## config.mk

```make
export PLATFORM = sky130hd
export DESIGN_NAME = toggle_rate_decoder
export DESIGN_NICKNAME = d
export VERILOG_FILES = /design/src/rtl/ftwb_blink_pkg.sv /design/src/rtl/toggle_sync_edge.sv /design/src/rtl/toggle_rate_decoder.sv
export SDC_FILE = /design/constraint.sdc
export NUM_CORES = 1
export LEC_CHECK = 0
export CORE_ASPECT_RATIO = 0.7
export CORE_MARGIN = 10
export CORE_UTILIZATION = 55
export CTS_CLUSTER_DIAMETER = 50
export DETAILED_ROUTE_END_ITERATION = 12
export GPL_TIMING_DRIVEN = 0
export PLACE_DENSITY_LB_ADDON = 0.08
export SETUP_SLACK_MARGIN = 0.05
export SYNTH_ARGS = -nofsm -noshare
export SYNTH_HDL_FRONTEND = slang
export SYNTH_HIERARCHICAL = 1
export SYNTH_SLANG_ARGS = --single-unit
```

## constraint.sdc

```tcl
create_clock -name clk -period 5.5 [get_ports clk]
set_input_delay 0.825 -clock clk [delete_from_list [all_inputs] [get_ports clk]]
set_output_delay 0.825 -clock clk [all_outputs]
set_load 0.1 [all_outputs]
```

## src/rtl/ftwb_blink_pkg.sv

```systemverilog
// Shared definitions for the blink/toggle rate link.
// Speed encoding helpers and decoder state type.
package ftwb_blink_pkg;

    localparam int SPEED_W    = 4;
    localparam int NUM_SPEEDS = 16;
    localparam int UNITS_W    = 5;

    typedef enum logic [0:0] {
        S_WAIT_EDGE = 1'b0,
        S_MEASURE   = 1'b1
    } decoder_state_t;

    // Half-period of the toggle waveform for a given speed setting.
    function automatic int unsigned half_period_cycles(
        input logic [SPEED_W-1:0] speed,
        input int unsigned        base
    );
        int unsigned steps;
        steps = NUM_SPEEDS - {28'd0, speed};
        return base * steps;
    endfunction

endpackage

```

## src/rtl/toggle_sync_edge.sv

```systemverilog
// Synchroniser plus any-edge detector for an asynchronous level.
// Ports: clk, rst_n, async_in -> sync_out (level), edge_pulse (1 cycle).
module toggle_sync_edge #(
    parameter int SYNC_STAGES = 2
) (
    input  logic clk,
    input  logic rst_n,
    input  logic async_in,
    output logic sync_out,
    output logic edge_pulse
);

    logic [SYNC_STAGES-1:0] sync_q;
    logic                   prev_q;

    always_ff @(posedge clk or negedge rst_n) begin
        if (!rst_n) begin
            sync_q     <= '0;
            prev_q     <= 1'b0;
            edge_pulse <= 1'b0;
        end else begin
            sync_q     <= {sync_q[SYNC_STAGES-2:0], async_in};
            prev_q     <= sync_q[SYNC_STAGES-1];
            edge_pulse <= sync_q[SYNC_STAGES-1] ^ prev_q;
        end
    end

    assign sync_out = sync_q[SYNC_STAGES-1];

endmodule

```

## src/rtl/toggle_rate_decoder.sv

```systemverilog
// Recovers the 4-bit speed from a rate-coded toggle waveform.
// Ports: clk, rst_n, toggle_in -> speed_out, speed_valid, rate_err, edge_pulse.
module toggle_rate_decoder
    import ftwb_blink_pkg::*;
#(
    parameter int BASE_CYCLES = 3_125_000,
    parameter int LOCK_COUNT  = 2,
    parameter int SYNC_STAGES = 2
) (
    input  logic               clk,
    input  logic               rst_n,
    input  logic               toggle_in,
    output logic [SPEED_W-1:0] speed_out,
    output logic               speed_valid,
    output logic               rate_err,
    output logic               edge_pulse
);

    localparam int FRAC_W  = $clog2(BASE_CYCLES);
    localparam int MATCH_W = $clog2(LOCK_COUNT + 1);

    localparam logic [FRAC_W-1:0]  FRAC_HALF  = FRAC_W'(BASE_CYCLES / 2);
    localparam logic [FRAC_W-1:0]  FRAC_LAST  = FRAC_W'(BASE_CYCLES - 1);
    localparam logic [MATCH_W-1:0] MATCH_LOCK = MATCH_W'(LOCK_COUNT);
    localparam logic [MATCH_W-1:0] MATCH_ONE  = MATCH_W'(1);
    localparam logic [UNITS_W-1:0] UNITS_MAX  = UNITS_W'(NUM_SPEEDS);

    if (BASE_CYCLES < 2) begin : g_bad_base
        $error("BASE_CYCLES must be >= 2");
    end
    if (LOCK_COUNT < 1) begin : g_bad_lock
        $error("LOCK_COUNT must be >= 1");
    end
    if (SYNC_STAGES < 2) begin : g_bad_sync
        $error("SYNC_STAGES must be >= 2");
    end

    decoder_state_t      state_q, state_d;
    logic [FRAC_W-1:0]   frac_q, frac_d;
    logic [UNITS_W-1:0]  units_q, units_d;
    logic [MATCH_W-1:0]  match_q, match_d;
    logic [SPEED_W-1:0]  prev_cand_q, prev_cand_d;
    logic [SPEED_W-1:0]  speed_d;
    logic                valid_d;
    logic                err_d;

    logic                sync_lvl_unused;
    logic [SPEED_W-1:0]  cand;
    logic [MATCH_W-1:0]  match_inc;
    logic [MATCH_W-1:0]  match_new;
    logic                units_bad;

    toggle_sync_edge #(
        .SYNC_STAGES(SYNC_STAGES)
    ) u_sync (
        .clk       (clk),
        .rst_n     (rst_n),
        .async_in  (toggle_in),
        .sync_out  (sync_lvl_unused),
        .edge_pulse(edge_pulse)
    );

    // 16 - units modulo 16; units==16 maps to speed 0.
    assign cand      = SPEED_W'(0) - units_q[SPEED_W-1:0];
    assign units_bad = (units_q == '0) || (units_q > UNITS_MAX);
    assign match_inc = (match_q == MATCH_LOCK) ? MATCH_LOCK
                                               : match_q + 1'b1;
    assign match_new = (cand == prev_cand_q) ? match_inc : MATCH_ONE;

    always_comb begin
        state_d     = state_q;
        frac_d      = frac_q;
        units_d     = units_q;
        match_d     = match_q;
        prev_cand_d = prev_cand_q;
        speed_d     = speed_out;
        valid_d     = speed_valid;
        err_d       = rate_err;

        unique case (state_q)
            S_WAIT_EDGE: begin
                if (edge_pulse) begin
                    frac_d  = FRAC_HALF;
                    units_d = '0;
                    state_d = S_MEASURE;
                end
            end
            S_MEASURE: begin
                if (edge_pulse) begin
                    // Edge wins over a simultaneous frac wrap.
                    frac_d  = FRAC_HALF;
                    units_d = '0;
                    if (units_bad) begin
                        err_d   = 1'b1;
                        valid_d = 1'b0;
                        match_d = '0;
                    end else begin
                        match_d     = match_new;
                        prev_cand_d = cand;
                        if (match_new == MATCH_LOCK) begin
                            speed_d = cand;
                            valid_d = 1'b1;
                            err_d   = 1'b0;
                        end else if (cand != speed_out) begin
                            valid_d = 1'b0;
                        end
                    end
                end else if (frac_q == FRAC_LAST) begin
                    frac_d = '0;
                    if (units_q >= UNITS_MAX) begin
                        // Stalled input: park units at 17, drop lock.
                        units_d = UNITS_MAX + 1'b1;
                        valid_d = 1'b0;
                        err_d   = 1'b1;
                        match_d = '0;
                        state_d = S_WAIT_EDGE;
                    end else begin
                        units_d = units_q + 1'b1;
                    end
                end else begin
                    frac_d = frac_q + 1'b1;
                end
            end
            default: begin
                state_d = S_WAIT_EDGE;
            end
        endcase
    end

    always_ff @(posedge clk or negedge rst_n) begin
        if (!rst_n) begin
            state_q     <= S_WAIT_EDGE;
            frac_q      <= '0;
            units_q     <= '0;
            match_q     <= '0;
            prev_cand_q <= '0;
            speed_out   <= '0;
            speed_valid <= 1'b0;
            rate_err    <= 1'b0;
        end else begin
            state_q     <= state_d;
            frac_q      <= frac_d;
            units_q     <= units_d;
            match_q     <= match_d;
            prev_cand_q <= prev_cand_d;
            speed_out   <= speed_d;
            speed_valid <= valid_d;
            rate_err    <= err_d;
        end
    end

endmodule

```

==> flow_metrics.env <==
export IMPL_ff2ff_path_depth=9
export IMPL_whs_ns=0.369
export IMPL_antenna_cells=0
export IMPL_ys_ff_latch=44
export IMPL_dieArea_um2=7510
export IMPL_worst_pin_slew_ns=1.01
export IMPL_crit_start="units_q[0]$_DFFE_PN0P_"
export IMPL_seqPwrFrac=0.534
export IMPL_h_tree_depth=2
export IMPL_power_frac_clock=0.389
export IMPL_drv_cap=0
export IMPL_syn_avg_cell_area_um2=9.98
export IMPL_die_x_um=99.4
export IMPL_postCtsSetupRepairBufs=0
export IMPL_die_h_um=75.6
export IMPL_slew_headroom=0.319
export IMPL_finalSetupViolCount=0
export IMPL_crit_path_frequent_cell="ha_1"
export IMPL_cp_data_arrival_time_ns=3.53
export IMPL_yosysSeqAreaShare=0.454
export IMPL_postLayoutCellArea_um2=2710
export IMPL_yosys_warnings=6
export IMPL_max_freq_ghz=0.298
export IMPL_synth_cell_type_count=52
export IMPL_cts_root_buf="clkbuf_8"
export IMPL_port_buffers=9
export IMPL_final_nets=268
export IMPL_overflow=0
export IMPL_min_period_ns=3.35
export IMPL_path_clk_slew_ns=0.09
export IMPL_endpoint_kind="flip-flop"
export IMPL_synth_edf_count=0
export IMPL_hold_violations=0
export IMPL_initial_core_util=0.564
export IMPL_clk_path_buf_depth=2
export IMPL_synth_async_reset_ratio=1.00
export IMPL_cts_made_buffers=5
export IMPL_netlist_instances=243
export IMPL_clock_skew_ns=0.0104
export IMPL_status="completed"
export IMPL_std_cell_rows=20
export IMPL_powerDensity_nw_per_um2=233
export IMPL_clk_latency_ns=0.30
export IMPL_final_setup_worst_slack_ns=2.15
export IMPL_place_congestion=0.819
export IMPL_startpoint_type="flip-flop"
export IMPL_drt_wl_total_um=5520
export IMPL_synthFlopType="dfrtp_1"
export IMPL_cp_slowest_stage_delay_ns=0.58
export IMPL_place_ws_ns=2.20
export IMPL_postRouteAntennaNets=0
export IMPL_switchingPower_mw=0.152
export IMPL_cts_sink_count=44
export IMPL_post_drt_wl_per_cell_um=17.5
export IMPL_endpoint="speed_out[0]$_DFFE_PN0P_"
export IMPL_pwr_share_comb=0.077
export IMPL_crit_slowest_cell="nor4_2"
export IMPL_cts_tree="built"
export IMPL_drc_errors=0
export IMPL_cp_required_ns=5.68
export IMPL_holdBufCountCts=0
export IMPL_cts_resized=0
export IMPL_drt_iter0_drc=138
export IMPL_dp_hpwl_um=3970
export IMPL_regToRegSetupSlack_ns=2.15
export IMPL_leakage_nw=1.04
export IMPL_rsz0062_at_grt="no"
export IMPL_crit_type="reg2reg"
export IMPL_slew_violations=0
export IMPL_grt_max_degree=33
export IMPL_drive_above_1_share=0.0881
export IMPL_cp_max_fo=8
export IMPL_r2r_end="speed_out[0]$_DFFE_PN0P_"
export IMPL_final_cells=316
export IMPL_synth_fp_nets=251
export IMPL_dr_total_vias=1948
export IMPL_syn_cell_area_um2=2430
export IMPL_swShare=0.241
export IMPL_ir_drop_mv=0.202
export IMPL_r2r_start="units_q[0]$_DFFE_PN0P_"
export IMPL_cp_cell_sequence="clkbuf_1 -> inv_1 -> ha_1 -> nor3b_1 -> ha_1 -> nor2_1 -> nand3b_1 -> nor4_2 -> mux2_2"
export IMPL_hold_class="reg2reg"
export IMPL_post_drt_via_cell_ratio=6.16
export IMPL_setup_tns_ns=0
export IMPL_num_fill_cells=342
export IMPL_dp_cells=308
export IMPL_syn2layout_area_growth_pct=11.6
export IMPL_p_int_mw=0.478
export IMPL_finalCritPeriodShare=0.609
export IMPL_grt_pass1_vias=1829
export IMPL_first_pass_iters=4
export IMPL_core_region_area_um2=4300
export IMPL_place_area_um2=2600
export IMPL_ios=10
export IMPL_grt_pass1_wl_um=9190
export IMPL_grt_antenna_before_repair=0
export IMPL_track_usage=0.151
[cell families after synthesis]
family	Yosys count	share of synthesized area
AOI/OAI and AO/OA	50	0.143
xor gates and xnor gates	15	0.0598
adders and majority gates	5	0.0258
buffers and inverters	23	0.0361
DFF	44	0.454
muxes	8	0.0361
and+or+nand+nor	98	0.245
[cell usage in the layout, fill, tap and decap left out, drive strengths merged, types with 5 or more instances in the layout]
master / Yosys / final
mux2: 6 / 6
nor3: 12 / 12
nor2: 8 / 8
inv: 8 / 8
nor4: 8 / 8
clkdlybuf4s50: 0 / 8
dfrtp: 44 / 44
nand3: 12 / 12
nand4: 6 / 6
clkbuf: 13 / 19
xnor2: 7 / 7
ha: 5 / 5
nand2b: 6 / 6
a21oi: 12 / 12
a221o: 8 / 8
nand3b: 5 / 5
o21ai: 12 / 12
nand2: 12 / 12
xor2: 7 / 7
[Yosys cell counts, types with 5 or more instances]
| cell | number | area [µm²] |
|---|---|---|
| nand4_1 | 6 | 37.5 |
| inv_1 | 8 | 30.0 |
| nor2_1 | 7 | 26.3 |
| o21ai_0 | 12 | 60.1 |
| nand2b_1 | 6 | 37.5 |
| a21oi_1 | 12 | 60.1 |
| nand2_1 | 12 | 45.0 |
| clkbuf_1 | 13 | 48.8 |
| xnor2_1 | 7 | 61.3 |
| nand3_1 | 12 | 60.1 |
| nor4_1 | 7 | 43.8 |
| ha_1 | 5 | 62.6 |
| mux2_2 | 6 | 67.6 |
| nand3b_1 | 5 | 37.5 |
| a221o_1 | 8 | 80.1 |
| xor2_1 | 7 | 61.3 |
| dfrtp_1 | 44 | 1100 |
| nor3_1 | 12 | 60.1 |
[critical path: cells and delay by family (launching register included)]
family	cells	cell delay [ns]
AND/OR/NAND/NOR	4	1.38
multiplexers	1	0.41
flip-flops	1	0.37
buffers and inverters	2	0.50
adder cells (fa/ha/maj)	2	0.57
[registers in the layout (all words and copies together), names as in the netlist]
signal	cells
speed_valid	1
rate_err	1
match_q	2
units_q	5
frac_q	22
u_sync/prev_q	1
prev_cand_q	4
state_q	1
u_sync/edge_pulse	1
u_sync/sync_q	2
speed_out	4
[through the flow]
stage	util	power, mW
final	0.629	0.631
after global placement	0.601	0.389
after CTS	0.629	0.633
after floorplan	-	0.370
after detailed placement	0.604	0.391
after global routing	0.629	0.651
[routing by layer]
metal,up-vias,routed length [µm],part of all wire,track usage
met5,-,0,0,0
met4,0,25,0.0045,0.0317
met3,4,393,0.071,0.0389
met2,62,2250,0.41,0.213
met1,939,2850,0.52,0.224
li1,943,-,-,-
[area by class of cell]
class | instances | area, µm² | area share
multi-input combinational | 176 | 1240 | 0.457
sequential | 44 | 1100 | 0.407
timing repair buffer | 10 | 105 | 0.0388
clock buffer | 6 | 72.6 | 0.0268
tap | 55 | 68.8 | 0.0254
buffer | 15 | 57.6 | 0.0213
clock inverter | 2 | 35.0 | 0.0129
inverter | 8 | 30.0 | 0.0111
[worst min path at each step]
stage                                    start                         end  slack [ns]  depth (start not counted)
floorplan           u_sync/sync_q[0]$_DFF_PN0_  u_sync/sync_q[1]$_DFF_PN0_        0.33                          0
global placement    u_sync/sync_q[0]$_DFF_PN0_  u_sync/sync_q[1]$_DFF_PN0_        0.35                          0
detailed placement  u_sync/sync_q[0]$_DFF_PN0_  u_sync/sync_q[1]$_DFF_PN0_        0.34                          0
CTS                 u_sync/sync_q[0]$_DFF_PN0_  u_sync/sync_q[1]$_DFF_PN0_        0.37                          0
global route        u_sync/sync_q[0]$_DFF_PN0_  u_sync/sync_q[1]$_DFF_PN0_        0.37                          0
finish              u_sync/sync_q[0]$_DFF_PN0_  u_sync/sync_q[1]$_DFF_PN0_        0.37                          0
[power by group through the flow]
stage | Combinational [mW] | Clock [mW] | Sequential, mW
global route | 0.0533 | 0.260 | 0.338
finish | 0.0483 | 0.245 | 0.337
floorplan | 0.0235 | 0 | 0.347
global placement | 0.0459 | 0 | 0.343
CTS | 0.0484 | 0.248 | 0.337
detailed placement | 0.0475 | 0 | 0.343
Note: power is estimated with default switching activity, not from simulation.
